### src/rtl/enter_input_frontend_if.sv
// Processor IN handshake: captured byte, byte-valid level, acknowledge and busy status.
// The frontend drives the master side; the processor's control unit uses the slave side.
interface enter_input_frontend_if #(
    parameter int DATA_WIDTH = 8
);
    logic [DATA_WIDTH-1:0] dataIn;
    logic                  enter;
    logic                  ack;
    logic                  busy;

    modport master (
        output dataIn,
        output enter,
        output busy,
        input  ack
    );

    modport slave (
        input  dataIn,
        input  enter,
        input  busy,
        output ack
    );
endinterface

### src/rtl/enter_input_frontend.sv
// Pushbutton/slide-switch front end: synchronises the board inputs, debounces the key and
// presents one captured switch byte per debounced press on the enter/ack handshake.
//
// state   | meaning
// --------+-----------------------------------------------------------------
// IDLE    | key released; waiting for DEBOUNCE_CYCLES stable pressed samples
// PRESSED | single cycle; capture switches unless a byte is still pending
// HELD    | key down; waiting for DEBOUNCE_CYCLES stable released samples
module enter_input_frontend #(
    parameter int DATA_WIDTH      = 8,
    parameter int DEBOUNCE_CYCLES = 50000,
    parameter int CNT_WIDTH       = 16
) (
    input  logic                  clock,
    input  logic                  reset,
    input  logic [DATA_WIDTH-1:0] sw_in,
    input  logic                  key_n,
    enter_input_frontend_if.master bus
);

    if ((64'(DEBOUNCE_CYCLES) >= (64'd1 << CNT_WIDTH)) || (DEBOUNCE_CYCLES < 1)) begin : g_bad_cfg
        $error("enter_input_frontend: DEBOUNCE_CYCLES must be in 1 .. 2**CNT_WIDTH-1");
    end

    localparam logic [CNT_WIDTH-1:0] CNT_LAST = CNT_WIDTH'(DEBOUNCE_CYCLES - 1);
    localparam logic [CNT_WIDTH-1:0] CNT_MAX  = CNT_WIDTH'(DEBOUNCE_CYCLES);
    localparam logic [CNT_WIDTH-1:0] CNT_ONE  = CNT_WIDTH'(1);

    typedef enum logic [1:0] {
        IDLE    = 2'd0,
        PRESSED = 2'd1,
        HELD    = 2'd2
    } state_t;

    state_t                state_q, state_nxt;
    logic [CNT_WIDTH-1:0]  cnt_q, cnt_nxt;
    logic                  enter_q, enter_nxt;
    logic [DATA_WIDTH-1:0] data_q, data_nxt;

    logic [1:0]            key_sync_q;
    logic [DATA_WIDTH-1:0] sw_s1_q, sw_s2_q;

    logic key_sync;
    logic expected_level;
    logic mismatch;
    logic stable;

    assign key_sync = key_sync_q[1];

    // Key chain resets to the released level so a key held through reset is seen as a new press.
    always_ff @(posedge clock or posedge reset) begin
        if (reset) begin
            key_sync_q <= 2'b11;
            sw_s1_q    <= '0;
            sw_s2_q    <= '0;
        end else begin
            key_sync_q <= {key_sync_q[0], key_n};
            sw_s1_q    <= sw_in;
            sw_s2_q    <= sw_s1_q;
        end
    end

    always_ff @(posedge clock or posedge reset) begin
        if (reset) begin
            state_q <= IDLE;
            cnt_q   <= '0;
            enter_q <= 1'b0;
            data_q  <= '0;
        end else begin
            state_q <= state_nxt;
            cnt_q   <= cnt_nxt;
            enter_q <= enter_nxt;
            data_q  <= data_nxt;
        end
    end

    // IDLE expects the released level (1); PRESSED/HELD expect the pressed level (0).
    always_comb begin
        expected_level = (state_q == IDLE);
        mismatch       = (key_sync != expected_level);
        stable         = mismatch && (cnt_q >= CNT_LAST);
    end

    always_comb begin
        state_nxt = state_q;
        cnt_nxt   = cnt_q;
        enter_nxt = enter_q;
        data_nxt  = data_q;

        if (!mismatch) begin
            cnt_nxt = '0;
        end else if (cnt_q != CNT_MAX) begin
            cnt_nxt = cnt_q + CNT_ONE;
        end

        case (state_q)
            IDLE: begin
                if (stable) begin
                    state_nxt = PRESSED;
                    cnt_nxt   = '0;
                end
            end
            PRESSED: begin
                state_nxt = HELD;
                cnt_nxt   = '0;
                // Pre-edge enter decides: a pending byte blocks this capture.
                if (!enter_q) begin
                    enter_nxt = 1'b1;
                    data_nxt  = sw_s2_q;
                end
            end
            HELD: begin
                if (stable) begin
                    state_nxt = IDLE;
                    cnt_nxt   = '0;
                end
            end
            default: begin
                state_nxt = IDLE;
                cnt_nxt   = '0;
            end
        endcase

        if (bus.ack && enter_q) begin
            enter_nxt = 1'b0;
        end
    end

    assign bus.dataIn = data_q;
    assign bus.enter  = enter_q;
    assign bus.busy   = (state_q != IDLE);

endmodule

### src/flat_wrapper.sv
// flat-port wrapper written by rule: the top's interface ports become plain ports
module enter_input_frontend_flat 
#(
    parameter int DATA_WIDTH      = 8,
    parameter int DEBOUNCE_CYCLES = 50000,
    parameter int CNT_WIDTH       = 16
)
  (clock, reset, sw_in, key_n, bus_dataIn, bus_enter, bus_busy, bus_ack);
  enter_input_frontend_if #(.DATA_WIDTH(DATA_WIDTH)) bus_i ();
  input  logic clock;
  input  logic reset;
  input  logic [DATA_WIDTH-1:0] sw_in;
  input  logic key_n;
  output wire logic [$bits(bus_i.dataIn)-1:0] bus_dataIn;
  output wire logic [$bits(bus_i.enter)-1:0] bus_enter;
  output wire logic [$bits(bus_i.busy)-1:0] bus_busy;
  input wire logic [$bits(bus_i.ack)-1:0] bus_ack;
  assign bus_dataIn = bus_i.dataIn;
  assign bus_enter = bus_i.enter;
  assign bus_busy = bus_i.busy;
  assign bus_i.ack = bus_ack;
  enter_input_frontend #(.DATA_WIDTH(DATA_WIDTH), .DEBOUNCE_CYCLES(DEBOUNCE_CYCLES), .CNT_WIDTH(CNT_WIDTH)) u_core (.clock(clock), .reset(reset), .sw_in(sw_in), .key_n(key_n), .bus(bus_i));
endmodule
### config.mk
export PLATFORM = sky130hd
export DESIGN_NAME = enter_input_frontend_flat
export DESIGN_NICKNAME = d
export VERILOG_FILES = /design/src/rtl/enter_input_frontend_if.sv /design/src/rtl/enter_input_frontend.sv /design/src/flat_wrapper.sv
export SDC_FILE = /design/constraint.sdc
export NUM_CORES = 1
export LEC_CHECK = 0
export CAP_MARGIN = 10
export CORE_UTILIZATION = 40
export CTS_CLUSTER_DIAMETER = 50
export DETAILED_ROUTE_END_ITERATION = 8
export PLACE_DENSITY = 0.61
export SYNTH_ARGS = -nofsm -noshare
export SYNTH_HDL_FRONTEND = slang
export SYNTH_SLANG_ARGS = --single-unit
### constraint.sdc
create_clock -name clock -period 4.6 [get_ports clock]
set_input_delay 1.38 -clock clock [delete_from_list [all_inputs] [get_ports clock]]
set_output_delay 1.38 -clock clock [all_outputs]
set_load 0.05 [all_outputs]
==> out/results.md <==
### Placed design
• 21 — port bufs
• 1.800 ns — worst slack, placed
• 0.001974 mm² — cell area after placement
• 1921 µm — post-detailed-placement half-perimeter wirelength
• 0.7428 — GP Congestion
• 203 — Post-Place Cells

### Timing
• 3.133 ns — Period minus WS final
• 0.004954 ns — worst clock skew on the final layout
• 1.467 ns — post-route worst setup slack
• 68.12% — fin crit share
• 49.36% — Max-Slew Margin vs Limit
• 0 — Final setup violation count
• 0 — final hold vios
• false — setup repair after global routing missed its margin
• 0.7587 ns — actual slew at the worst max-slew pin
• 0 ns — Setup Total Neg Slack
• 0 — max-slew violation total from the final report
• 319.1 MHz — peak clock frequency supported by timing

### Clock network
• 2 — H-tree lvl count
• clkbuf_8 — root buf cell
• 2 — Max Buffers Root-to-Sink
• 0 — CTS Hold Bufs
• done — TritonCTS clock tree
• 0.09 ns — clock slew seen by the registers of the worst setup and hold paths
• 0 — post_cts resized
• 0.30 ns — clock latency on the worst-skew pair
• 5 — clock buffers created by TritonCTS
• 45 — number of clock sinks seen by CTS
• 0 — Setup Buffers After CTS

### Critical path
• 4 — critical path peak fanout
• reg2out — critical path start-end classification
• 3.22 ns — required time of the critical path
• primary output — category of the worst setup path capture point
• flop — type of element launching the critical path
• 1.75 ns — arrival time of the worst setup path
• 5 — number of cell instances on the worst register-to-register path

### Route
• 41 — initial drt markers
• 4 — First-pass DRT Iterations
• 12.96 µm — WL/cell
• 1,043 — Via Count
• 0 — residual DRC count
• 4.943 — routed via count divided by cell count
• 2735 µm — Routed Wire Length
• 0 — count of antenna-violating nets left after detailed routing

### Pwr
• 0.2733 mV — worst supply voltage drop on vdd
• 0.9095 nW — leakage power
• 353.7 mW/mm² — Pwr per Cell Area

### Run
• 0 — number of max-cap violations

### Floorplan
• 23 — count of standard-cell rows
• 67.77 µm — die outline height
• 42.35% — starting density of the core
• 0.004593 mm² — Die Outline Area
• 67.77 µm — horizontal die dimension
• 0.004086 mm² — standard cell core area
• 22 — boundary pin count

### Finish
• 20.82% — layout overhead on the synthesized area
• 43 x dfrtp_1, 21 x clkdlybuf4s50_1, 19 x nor2_1 — most frequent cells in the layout
• 0 — count of inserted antenna diode cells
• 14.29% — fraction of final layout cells with drive strength greater than 1
• dfrtp_1 — most frequent standard cell in the layout excluding fill and tap cells
• 362 — fill cell total of the finished layout
• 211 — Final Non-Filler Cells
• 0.002091 mm² — Layout Cell Area excl Fill
• 174 — Layout Nets

### Synth
• 65.22% — fraction of the yosys area taken by sequential cells
• 12.82 µm² — mean area per synthesized cell
• 0.001730 mm² — cell area after synthesis
• 0 — count of yosys warnings during synthesis
• 30 — number of distinct library cells after synthesis
• 135 — cell count after synthesis
• 149 — synthesized netlist net count
• 45 — register bit count reported by yosys

### Worst hold path
• 0 — Cells on Worst Hold Path
• reg2reg — worst hold-check path type

### Global route
• 0 — initial antenna violation count
• 0 — total grt overflow
• 14.87% — total routing usage reported by global routing
• 26 — maximum number of pins on one net before global-route repair
• 4871 µm — wire length of the first global-routing pass
• 1,032 — via count of the first global-routing pass

### Outcome
• complete, no violations — status

[where the power goes]
part / internal, W / total [W] / switching, W
registers: 0.000406 / 0.000411 / 0.00000499
clock network: 0.000166 / 0.000304 / 0.000138
logic: 0.0000116 / 0.0000247 / 0.0000131
total: 0.000583 / 0.000740 / 0.000156
[layout make-up]
type | instances | area (µm²) | share of cell area (%)
inverters | 5 | 18.77 | 0.8977
multi-input cells | 81 | 546.8 | 26.15
clock buffers | 5 | 68.82 | 3.291
flip-flops and latches | 45 | 1129 | 53.98
well taps | 50 | 62.56 | 2.992
repair buffers | 22 | 217.7 | 10.41
clock inverters | 3 | 47.55 | 2.274
[registers in the layout (all words and copies together), names as in the netlist]
register	cells
u_core.bus.dataIn	8
u_core.bus.enter	1
u_core.cnt_q	16
u_core.key_sync_q	2
u_core.state_q	2
u_core.sw_s1_q	8
u_core.sw_s2_q	8
[critical path: stages, from the launching register on]
cell	delay [ns]
dfrtp_1	0.43
or2_2	0.32
clkdlybuf4s50_1	0.70
[routing by layer]
metal	part of all wire, %	vias up	wire length [µm]	GRT usage, %
met1	48	519	1303	19.44
met3	4.0	7	109	5.068
li1	-	500	-	-
met4	2.4	0	67	7.813
met2	46	17	1254	21.66
met5	0	-	0	0
[stage by stage]
| step | utilization [%] | total power [W] | hold slack [ns] |
|---|---|---|---|
| finish | 51.16 | 0.0007396 | 0.3495 |
| global route | 51.16 | 0.0007723 | 0.3663 |
| CTS | 51.16 | 0.0007494 | 0.3568 |
| detailed placement | 48.32 | 0.0004447 | 0.3355 |
| global placement | 48.32 | 0.0004432 | 0.3336 |
| floorplan | - | 0.0004320 | 0.3312 |
[path summary, 6_finish.rpt]
path	from	to	slack, ns
worst max-delay path	u_core.state_q[1]$_DFFE_PP0P_	bus_busy	1.47
worst min-delay path	u_core.sw_s1_q[7]$_DFF_PP0_	u_core.sw_s2_q[7]$_DFF_PP0_	0.35
worst max register to register	u_core.cnt_q[0]$_DFFE_PP0P_	u_core.cnt_q[7]$_DFFE_PP0P_	2.49
worst min register to register	u_core.sw_s1_q[7]$_DFF_PP0_	u_core.sw_s2_q[7]$_DFF_PP0_	0.35
max in group asynchronous	reset	u_core.key_sync_q[0]$_DFF_PP1_	2.24
min in group asynchronous	reset	u_core.state_q[0]$_DFFE_PP0P_	1.52
[synth_stat cells]
library cell	number	area, µm²
dfrtp_1	43	1076
a2111oi_2	1	15.01
buf_2	2	10.01
o21ai_0	1	5.000
o31ai_1	1	7.510
buf_6	1	11.26
nor4_1	2	12.51
and4_1	1	8.760
nand2b_1	2	12.51
buf_8	1	15.01
or3_1	1	6.260
and3_1	2	12.51
a21oi_1	1	5.000
or4_1	2	15.01
o21a_1	1	7.510
mux2i_1	1	10.01
or2_2	1	6.260
nand2_1	4	15.01
nand4_1	4	25.02
nor2_2	1	6.260
xnor2_1	7	61.31
nor2_1	19	71.32
xor2_1	7	61.31
inv_1	5	18.77
mux2_2	8	90.09
nand3_1	7	35.03
ha_1	2	25.02
dfstp_2	2	52.55
nor4_2	1	12.51
nor3_1	4	20.02
[cell families after synthesis]
group | synth area share [%]
muxes | 5.785
xor gates and xnor gates | 7.086
buffers and inverters | 3.181
adders and majority gates | 1.446
AOI/OAI and AO/OA | 2.313
DFF | 65.22
and+or+nand+nor | 14.97
Note: power is estimated with default switching activity, not from simulation.
